===== config.mk =====
export PLATFORM = sky130hd
export DESIGN_NAME = uart_cfg
export DESIGN_NICKNAME = d
export VERILOG_FILES = /design/src/rtl/uart_pkg.sv /design/src/rtl/uart_cfg_tick.sv /design/src/rtl/uart_cfg.sv
export SDC_FILE = /design/constraint.sdc
export NUM_CORES = 1
export LEC_CHECK = 0
export CAP_MARGIN = 20
export CORE_AREA = 2 2 89 134
export CTS_CLUSTER_SIZE = 28
export DETAILED_ROUTE_END_ITERATION = 8
export DIE_AREA = 0 0 91 136
export GPL_TIMING_DRIVEN = 0
export PLACE_DENSITY_LB_ADDON = 0.12
export SYNTH_ARGS = -nofsm -noshare
export SYNTH_HDL_FRONTEND = slang
export SYNTH_SLANG_ARGS = --single-unit
export TNS_END_PERCENT = 30

===== constraint.sdc =====
create_clock -name clk -period 2.9 [get_ports clk]
set_input_delay 0.725 -clock clk [delete_from_list [all_inputs] [get_ports clk]]
set_output_delay 0.725 -clock clk [all_outputs]
set_load 0.1 [all_outputs]

===== src/rtl/uart_pkg.sv =====
// Shared constants, state encodings and width helpers for the UART.
package uart_pkg;

  localparam int PARITY_NONE = 0;
  localparam int PARITY_ODD  = 1;
  localparam int PARITY_EVEN = 2;

  typedef enum logic [2:0] {
    RX_IDLE,
    RX_START,
    RX_DATA,
    RX_PARITY,
    RX_STOP,
    RX_WAIT_HIGH
  } rx_state_t;

  typedef enum logic [2:0] {
    TX_IDLE,
    TX_START,
    TX_DATA,
    TX_PARITY,
    TX_STOP
  } tx_state_t;

  // Counter width able to hold 0..n-1, never narrower than one bit.
  function automatic int cnt_w(input int n);
    return (n <= 2) ? 1 : $clog2(n);
  endfunction

endpackage


===== src/rtl/uart_cfg_tick.sv =====
// Oversampling tick generator: down-counter, one tick every DIV clocks.
// restart reloads the counter so the first tick lands DIV clocks later.
module uart_tick_gen
  import uart_pkg::*;
#(
  parameter int DIV = 3
) (
  input  logic clk,
  input  logic rst,
  input  logic restart,
  output logic tick
);

  localparam int CW = cnt_w(DIV);
  localparam logic [CW-1:0] RELOAD = CW'(DIV - 1);

  logic [CW-1:0] cnt;

  // Count down to terminal count, then reload.
  always_ff @(posedge clk) begin
    if (rst || restart) cnt <= RELOAD;
    else if (cnt == '0) cnt <= RELOAD;
    else                cnt <= cnt - 1'b1;
  end

  assign tick = (cnt == '0) && !restart;

endmodule


===== src/rtl/uart_cfg.sv =====
// Full-duplex UART with configurable width, parity, stop bits and oversampling.
//
// RX states
//   RX_IDLE      | waiting for falling edge on rx_s
//   RX_START     | start bit; majority 1 means glitch, back to idle
//   RX_DATA      | shifting DATA_BITS bits, LSB first
//   RX_PARITY    | capturing parity bit
//   RX_STOP      | first stop bit decides valid / frame error / break
//   RX_WAIT_HIGH | after a bad stop, wait for a full bit period of idle line
// TX states
//   TX_IDLE      | tx_ready high, line idle
//   TX_START     | start bit
//   TX_DATA      | data bits, LSB first
//   TX_PARITY    | parity bit
//   TX_STOP      | STOP_BITS stop bits
module uart_cfg
  import uart_pkg::*;
#(
  parameter int CLOCKFRQ   = 48_000_000,
  parameter int BAUDRATE   = 4_000_000,
  parameter int OVERSAMPLE = 4,
  parameter int DATA_BITS  = 8,
  parameter int PARITY     = 0,
  parameter int STOP_BITS  = 1
) (
  input  logic                 clk,
  input  logic                 rst,
  input  logic                 rx,
  output logic                 tx,
  input  logic                 tx_valid,
  output logic                 tx_ready,
  input  logic [DATA_BITS-1:0] tx_data,
  output logic                 tx_busy,
  output logic                 rx_valid,
  output logic [DATA_BITS-1:0] rx_data,
  output logic                 rx_frame_err,
  output logic                 rx_parity_err,
  output logic                 rx_break,
  output logic                 rx_busy
);

  localparam int DIV = CLOCKFRQ / (BAUDRATE * OVERSAMPLE);
  localparam int PW  = cnt_w(OVERSAMPLE);
  localparam int BW  = cnt_w(DATA_BITS);
  localparam logic [PW-1:0] PH_LAST = PW'(OVERSAMPLE - 1);
  localparam logic [PW-1:0] S_FIRST = PW'(OVERSAMPLE / 2 - 1);
  localparam logic [PW-1:0] S_LAST  = PW'(OVERSAMPLE / 2 + 1);
  localparam logic [BW-1:0] LAST_DATA = BW'(DATA_BITS - 1);
  localparam logic [BW-1:0] LAST_STOP = BW'(STOP_BITS - 1);

  if (DIV < 1) begin : g_bad_div
    $error("uart_cfg: clocks per tick is zero");
  end

  function automatic logic calc_par(input logic [DATA_BITS-1:0] d);
    return (PARITY == PARITY_ODD) ? ~^d : ^d;
  endfunction

  // ---------------- RX ----------------
  logic            rx_q1, rx_s, rx_s_d;
  rx_state_t       rx_state;
  logic [PW-1:0]   rx_phase, rx_ph_nx;
  logic [BW-1:0]   rx_bit;
  logic [1:0]      rx_samp;
  logic [DATA_BITS-1:0] rx_sr;
  logic            rx_par;
  logic            rx_tick, rx_restart, rx_fall, rx_wrap, rx_is_samp, rx_last, rx_maj;

  // Two-flop synchroniser plus one delay stage for edge detect; preset idle-high.
  always_ff @(posedge clk) begin
    if (rst) {rx_q1, rx_s, rx_s_d} <= 3'b111;
    else     {rx_q1, rx_s, rx_s_d} <= {rx, rx_q1, rx_s};
  end

  assign rx_fall    = rx_s_d && !rx_s;
  assign rx_restart = (rx_state == RX_IDLE) && rx_fall;
  assign rx_ph_nx   = rx_phase + 1'b1;
  // The restart moment counts as tick 0 of the bit; rx_ph_nx is the index of the current tick.
  assign rx_wrap    = rx_tick && (rx_phase == PH_LAST);
  assign rx_is_samp = rx_tick && (rx_phase != PH_LAST) && (rx_ph_nx >= S_FIRST) && (rx_ph_nx <= S_LAST);
  assign rx_last    = rx_tick && (rx_phase != PH_LAST) && (rx_ph_nx == S_LAST);
  assign rx_maj     = (rx_samp[1] & rx_samp[0]) | (rx_samp[1] & rx_s) | (rx_samp[0] & rx_s);

  uart_tick_gen #(.DIV(DIV)) u_rx_tick (
    .clk     (clk),
    .rst     (rst),
    .restart (rx_restart),
    .tick    (rx_tick)
  );

  // Receive FSM: per-bit phase counting, 3-sample majority, stop-bit decision and strobes.
  always_ff @(posedge clk) begin
    if (rst) begin
      rx_state      <= RX_IDLE;
      rx_phase      <= '0;
      rx_bit        <= '0;
      rx_samp       <= '0;
      rx_sr         <= '0;
      rx_par        <= 1'b0;
      rx_data       <= '0;
      rx_valid      <= 1'b0;
      rx_frame_err  <= 1'b0;
      rx_parity_err <= 1'b0;
      rx_break      <= 1'b0;
      rx_busy       <= 1'b0;
    end else begin
      rx_valid      <= 1'b0;
      rx_frame_err  <= 1'b0;
      rx_parity_err <= 1'b0;
      rx_break      <= 1'b0;
      if (rx_is_samp) rx_samp <= {rx_samp[0], rx_s};
      if (rx_tick && (rx_state inside {RX_START, RX_DATA, RX_PARITY, RX_STOP}))
        rx_phase <= rx_wrap ? '0 : rx_ph_nx;
      case (rx_state)
        RX_IDLE: begin
          if (rx_fall) begin
            rx_state <= RX_START;
            rx_phase <= '0;
            rx_busy  <= 1'b1;
          end
        end
        RX_START: begin
          if (rx_last && rx_maj) begin
            rx_state <= RX_IDLE;
            rx_busy  <= 1'b0;
          end else if (rx_wrap) begin
            rx_state <= RX_DATA;
            rx_bit   <= '0;
          end
        end
        RX_DATA: begin
          if (rx_last) rx_sr <= {rx_maj, rx_sr[DATA_BITS-1:1]};
          if (rx_wrap) begin
            if (rx_bit == LAST_DATA)
              rx_state <= (PARITY != PARITY_NONE) ? RX_PARITY : RX_STOP;
            else
              rx_bit <= rx_bit + 1'b1;
          end
        end
        RX_PARITY: begin
          if (rx_last) rx_par <= rx_maj;
          if (rx_wrap) rx_state <= RX_STOP;
        end
        RX_STOP: begin
          if (rx_last) begin
            if (rx_maj) begin
              rx_data       <= rx_sr;
              rx_valid      <= 1'b1;
              rx_parity_err <= (PARITY != PARITY_NONE) && (rx_par != calc_par(rx_sr));
              rx_state      <= RX_IDLE;
              rx_busy       <= 1'b0;
            end else begin
              if ((rx_sr == '0) && ((PARITY == PARITY_NONE) || !rx_par)) rx_break <= 1'b1;
              else                                                        rx_frame_err <= 1'b1;
              rx_state <= RX_WAIT_HIGH;
              rx_phase <= '0;
            end
          end
        end
        RX_WAIT_HIGH: begin
          if (rx_tick) begin
            if (!rx_s) rx_phase <= '0;
            else if (rx_phase == PH_LAST) begin
              rx_state <= RX_IDLE;
              rx_busy  <= 1'b0;
            end else rx_phase <= rx_phase + 1'b1;
          end
        end
        default: begin
          rx_state <= RX_IDLE;
          rx_busy  <= 1'b0;
        end
      endcase
    end
  end

  // ---------------- TX ----------------
  tx_state_t            tx_state;
  logic [PW-1:0]        tx_phase;
  logic [BW-1:0]        tx_bit;
  logic [DATA_BITS-1:0] tx_sr;
  logic                 tx_par;
  logic                 tx_tick, tx_restart, tx_wrap;

  assign tx_restart = (tx_state == TX_IDLE) && tx_valid && tx_ready;
  assign tx_wrap    = tx_tick && (tx_phase == PH_LAST);

  uart_tick_gen #(.DIV(DIV)) u_tx_tick (
    .clk     (clk),
    .rst     (rst),
    .restart (tx_restart),
    .tick    (tx_tick)
  );

  // Transmit FSM: every symbol lasts OVERSAMPLE ticks; line driven from a register.
  always_ff @(posedge clk) begin
    if (rst) begin
      tx_state <= TX_IDLE;
      tx_phase <= '0;
      tx_bit   <= '0;
      tx_sr    <= '0;
      tx_par   <= 1'b0;
      tx       <= 1'b1;
      tx_ready <= 1'b1;
      tx_busy  <= 1'b0;
    end else begin
      if (tx_tick && (tx_state != TX_IDLE)) tx_phase <= tx_wrap ? '0 : tx_phase + 1'b1;
      case (tx_state)
        TX_IDLE: begin
          if (tx_valid && tx_ready) begin
            tx_sr    <= tx_data;
            tx_par   <= calc_par(tx_data);
            tx       <= 1'b0;
            tx_ready <= 1'b0;
            tx_busy  <= 1'b1;
            tx_phase <= '0;
            tx_state <= TX_START;
          end
        end
        TX_START: begin
          if (tx_wrap) begin
            tx_state <= TX_DATA;
            tx_bit   <= '0;
            tx       <= tx_sr[0];
          end
        end
        TX_DATA: begin
          if (tx_wrap) begin
            if (tx_bit == LAST_DATA) begin
              tx_bit <= '0;
              if (PARITY != PARITY_NONE) begin
                tx_state <= TX_PARITY;
                tx       <= tx_par;
              end else begin
                tx_state <= TX_STOP;
                tx       <= 1'b1;
              end
            end else begin
              tx_bit <= tx_bit + 1'b1;
              tx_sr  <= tx_sr >> 1;
              tx     <= tx_sr[1];
            end
          end
        end
        TX_PARITY: begin
          if (tx_wrap) begin
            tx_state <= TX_STOP;
            tx_bit   <= '0;
            tx       <= 1'b1;
          end
        end
        TX_STOP: begin
          if (tx_wrap) begin
            if (tx_bit == LAST_STOP) begin
              tx_state <= TX_IDLE;
              tx_ready <= 1'b1;
              tx_busy  <= 1'b0;
            end else tx_bit <= tx_bit + 1'b1;
          end
        end
        default: begin
          tx_state <= TX_IDLE;
          tx       <= 1'b1;
          tx_ready <= 1'b1;
          tx_busy  <= 1'b0;
        end
      endcase
    end
  end

endmodule

* Yosys cells after proc, flatten, opt, wreduce, memory -nomap -nowiden *
Cells that the tools add are included.

word-level totals
  bits in registers = 56
  bits of input ports = 12
  output and inout bits = 16
  word-level logic and storage cells = 200

cells by class
  $add $sub $neg = 6
  order comparisons = 2
  equality and inequality tests = 39
  multiplexer cells = 72
  bitwise operators = 10
  reduce and logical (&&, ||, !) cells = 49

operators with widths
  operator               number
  $mux W3                27
  $ne A2 B2 Y1 const B   20
  $mux W2                12
  $mux W8                3
  $mux W1                20
  $pmux W3 S6            1
  $logic_and A1 B1 Y1    16
  $pmux W8 S2            1
  $eq A3 B3 Y1 const B   5
  $pmux W3 S5            1
  $reduce_and A5 Y1      3
  $eq A3 B2 Y1 const B   4
  $pmux W1 S5            2
  $logic_not A3 Y1       3
  $pmux W3 S3            1
  $reduce_and A9 Y1      1
  $logic_not A8 Y1       1
  $ne A2 B1 Y1 const B   4
  $reduce_and A4 Y1      2
  $reduce_and A8 Y1      1
  $reduce_or A2 Y1       4
  $reduce_and A7 Y1      1
  $add A3 B1 Y3 const B  2
  $eq A2 B2 Y1 const B   3
  22 further kinds       40

* Logic depth before layout (Yosys ltp) *
  depth after elaboration = 12
  mapped depth = 9
  gate-level depth less buffers = 7

* Hierarchy *
A second synthesis with hierarchy kept.

second synthesis, totals
  cell total of the unflattened synthesis = 305
  area, all modules = 2,758.9 um2

modules (own cells, without submodules)
  module         times used  cells each  area each (um2)  sequential area each (um2)
  uart_cfg       1           289         2,593.7          1,041.0
  uart_tick_gen  2           8           82.6             40.0

* Worst setup path after synthesis *
Ideal clock, no wire load.

  path kind = reg2reg
  start = reg tx_ready
  end = reg tx_sr[4]
  library setup time = 0.086 ns
  arrival time = 2.025 ns
  required time = 2.814 ns
  path slack = 0.789 ns
  stages on the path, launching flop included = 6
  buffers on the path = 1
  period minus slack after synthesis = 2.111 ns
  cells stage by stage = dfxtp_1 > nand4_1 > o41ai_2 > buf_6 > nor2_1 > a211oi_1

between the ends
  longest elaborated chain between the ends = 6
  elaborated cells on any way between the ends = 8
  those cells by class = eq/ne (2); reduce/logical (6)

ends and longest elaborated chain
  element                        line                 RTL
  from (decl)                    uart_cfg.sv:31       output logic tx_ready,
  from (signal assigned)         uart_cfg.sv:204      tx_ready <= 1'b1;
  from (signal assigned)         uart_cfg.sv:214      tx_ready <= 1'b0;
  from (signal assigned)         uart_cfg.sv:256      tx_ready <= 1'b1;
  $logic_and A1 B1 Y1            uart_cfg.sv:185      assign tx_restart = (tx_state == TX_IDLE) && tx_valid && tx_ready;
  $logic_not A1 Y1               uart_cfg_tick.sv:26  assign tick = (cnt == '0) && !restart;
  $logic_and A1 B1 Y1            uart_cfg_tick.sv:26
  $logic_and A1 B1 Y1            uart_cfg.sv:186      assign tx_wrap = tx_tick && (tx_phase == PH_LAST);
  $ne A2 B2 Y1 (no line)         n/a
  $reduce_and A4 Y1 (no line) *  n/a
  to (signal assigned)           uart_cfg.sv:211      tx_sr <= tx_data;
  to (signal assigned)           uart_cfg.sv:240      tx_sr <= tx_sr >> 1;
  to (decl)                      uart_cfg.sv:181      logic [DATA_BITS-1:0] tx_sr;

Every way passes the cells marked *; elsewhere a longest branch is shown, timed or not.
A chain may end at the register's enable or synchronous reset.

* Worst setup path in the final report *
  start = reg rx_data[7]
  end = out rx_data[7]

RTL lines
  element                 line             RTL
  from (decl)             uart_cfg.sv:35   output logic [DATA_BITS-1:0] rx_data,
  from (signal assigned)  uart_cfg.sv:147  rx_data <= rx_sr;

No word-level cell between the ends.

==> impl_metrics.py <==
metrics = {
    "floorplan": {
        "die_area_um2": 12400,
        "rows": 48,
        "die_w_um": 91,
        "initial_core_util": 0.243,
        "dieHeight_um": 136,
        "io_pins": 28,
        "coreArea_um2": 11300,
    },
    "place": {
        "gp_congestion": 0.841,
        "place.detailed.hpwl_um": 5080,
        "place_inst": 484,
        "portBuffers": 25,
    },
    "sta": {
        "rsz0062_at_grt": "false",
        "slew_headroom": 0.350,
        "fin_tns_setup_ns": 0,
        "drv_slew": 0,
        "tightest_slew_ns": 0.973,
        "fmax_mhz": 398,
        "setup_viol": 0,
        "hold_viol": 0,
        "period_minus_slack_ns": 2.51,
        "fin_crit_sh": 0.866,
        "fin_worst_skew_ns": 0.00757,
    },
    "global_route": {
        "first_global_vias": 2244,
        "grt_usage": 0.117,
        "grt_overflow_total": 0,
        "grt_pass1_wl_um": 11400,
        "grt_max_degree": 19,
        "antenna_found_initial": 0,
    },
    "setup_path": {
        "timing.rr.start": "rx_phase[0]$_SDFF_PP0_",
        "critical_path_class": "flip-flop to primary output",
        "cp-start-kind": "flip-flop",
        "crit_family": "buffers and inverters",
        "path_max_fanout": 2,
        "cp-end-kind": "primary output",
        "setup.worst_path.start": "rx_data[7]$_SDFFE_PP0P_",
        "cp.arrival_ns": 1.79,
        "path_cells": "clkdlybuf4s50_1",
        "max_stage_delay_ns": 1.14,
        "cp.required_ns": 2.17,
        "cp_slowest_cell": "clkdlybuf4s50_1",
        "path_buf_inv": 1,
    },
    "route": {
        "vias": 2266,
        "ant_nets": 0,
        "drt-vias-per-instance": 4.61,
        "dr.pass1.iters": 4,
        "drc": 0,
        "drt_iter0_markers": 113,
        "wirelength_um": 6910,
        "wire_per_inst_um": 14.0,
    },
    "logic_synthesis": {
        "yosysTopAreaCell": "dfxtp_1",
        "synth_cell_type_count": 59,
        "synth_compound_area_frac": 0.165,
        "synth_area_leaders": "dfxtp_1 41%, mux2i_1 11%, nor2_1 5.6%, ha_1 5.0%, a21oi_1 2.6%",
        "async_flop_share": 0,
        "ys_warn_count": 0,
        "synth_top_family_by_area": "simple AND/OR/NAND/NOR gates",
        "synthAdderAreaFrac": 0.0542,
        "synthesis.nets": 332,
        "synth_xor_area_frac": 0,
        "netlist_top_cells_count": "56 x dfxtp_1, 41 x nor2_1, 30 x mux2i_1, 15 x inv_1",
        "synth_most_common_cell": "dfxtp_1",
        "synthCells": 309,
        "syn_avg_cell_area_um2": 8.89,
        "synthSimpleGateAreaFrac": 0.200,
        "yosys_register_bits": 56,
        "synth_edf_count": 0,
        "syn-cell-area_um2": 2750,
        "yosysSeqAreaShare": 0.408,
        "synth_top_area_share": 0.408,
        "synth_flop_cell": "dfxtp_1",
        "synthMuxAreaShare": 0.113,
    },
    "clock_network": {
        "cts_tree": "done",
        "cts-resized-gates": 0,
        "clkSlewWorstSetupHoldPaths_ns": 0.07,
        "cts_made_buffers": 5,
        "cts_num_sinks": 56,
        "clockBufferDepth": 2,
        "ctsRootBufferMaster": "clkbuf_16",
        "clock_latency_ns": 0.30,
        "hold_buffers": 0,
        "cts_setup_buffers": 0,
        "h-tree-depth": 2,
    },
    "worst_hold_path": {
        "hold_class": "flip-flop to flip-flop",
        "min_from": "rx_q1$_SDFF_PP1_",
    },
    "flow_run": {
        "max_cap_violations": 0,
    },
    "finish": {
        "layout.nets": 364,
        "drive_gt1_frac": 0.0789,
        "area_growth_pct": 22.2,
        "fin_util": 0.297,
        "final_cells": 492,
        "antenna_cells": 0,
    },
    "power_and_ir_drop": {
        "powerDensity_nw_per_um2": 596,
        "p_leak_uw": 0.00129,
        "peakVddDrop_uv": 290,
    },
    "run_status": {
        "status": "completed",
    },
}
-- kinds of logic after synthesis --
family / Yosys count
AO/OA/AOI/OAI: 64
adder cells (fa/ha/maj): 12
buffers and inverters: 36
flip-flops: 56
multiplexers: 31
other: 1
AND/OR/NAND/NOR: 109
-- through the flow --
stage                     hold WS, ns  total power [uW]  instance area, um^2  setup slack [ns]
after floorplan                 0.389              1190                 2750             0.789
after global placement          0.407              1310                 3190             0.511
after detailed placement        0.404              1310                 3190             0.483
after CTS                       0.419              2030                 3360             0.369
after global routing            0.452              2110                 3360             0.335
final                           0.415              2000                 3360             0.390
-- cell usage in the layout, fill, tap and decap left out, types with 2 or more instances in the layout --
cell type / count
a211oi_1: 8
a21o_1: 2
a21oi_1: 14
a2bb2oi_1: 2
a31oi_1: 3
and3_1: 2
buf_1: 2
buf_2: 4
buf_6: 2
clkbuf_1: 11
clkbuf_16: 5
clkdlybuf4s50_1: 25
dfxtp_1: 56
ha_1: 11
inv_1: 15
mux2i_1: 30
nand2_1: 14
nand2b_1: 6
nand3_1: 12
nand4_1: 4
nor2_1: 41
nor2b_1: 3
nor3_1: 5
nor3b_1: 3
nor4_1: 3
o211ai_1: 4
o21ai_0: 8
o21ai_1: 2
o22ai_1: 3
o31ai_1: 2
or2_1: 2
or2_2: 4
or4_1: 3
-- report_power, final --
group / internal [uW] / switching, uW / leakage (uW)
Clock: 412 / 303 / 0.0000804
Combinational: 156 / 287 / 0.000750
Sequential: 818 / 25.6 / 0.000456
Total: 1390 / 616 / 0.00129
-- path summary, 6_finish.rpt --
check	endpoint	slack (ns)	cells past startpoint
hold reg to reg	rx_s$_SDFF_PP1_	0.42	1
setup reg to reg	rx_data[3]$_SDFFE_PP0P_	0.62	8
hold / removal	rx_s$_SDFF_PP1_	0.42	1
setup / recovery	rx_data[7]	0.39	1
-- registers in the layout (all words and copies together) (netlist names), 2 cells and up --
name           count
rx_bit             3
rx_data            8
rx_phase           2
rx_samp            2
rx_sr              8
rx_state           3
tx_bit             3
tx_phase           2
tx_sr              8
tx_state           3
u_rx_tick.cnt      2
u_tx_tick.cnt      2
-- layout make-up --
cell class	instances	area, um^2
inverters	16	60.1
multi-input cells	217	1470
fillers	1261	7930
repair buffers	25	250
plain buffers	20	98.8
flip-flops and latches	56	1120
clock buffers	5	125
clock inverters	3	46.3
well taps	150	188
-- per-layer routing --
metal  vias to the layer above  track usage  part of all wire
li1                       1161            -                 -
met5                         -            0                 0
met4                         0       0.0606             0.034
met3                        12       0.0188             0.025
met2                        33        0.213              0.52
met1                      1060        0.130              0.42
Note: power is estimated with default switching activity, not from simulation.
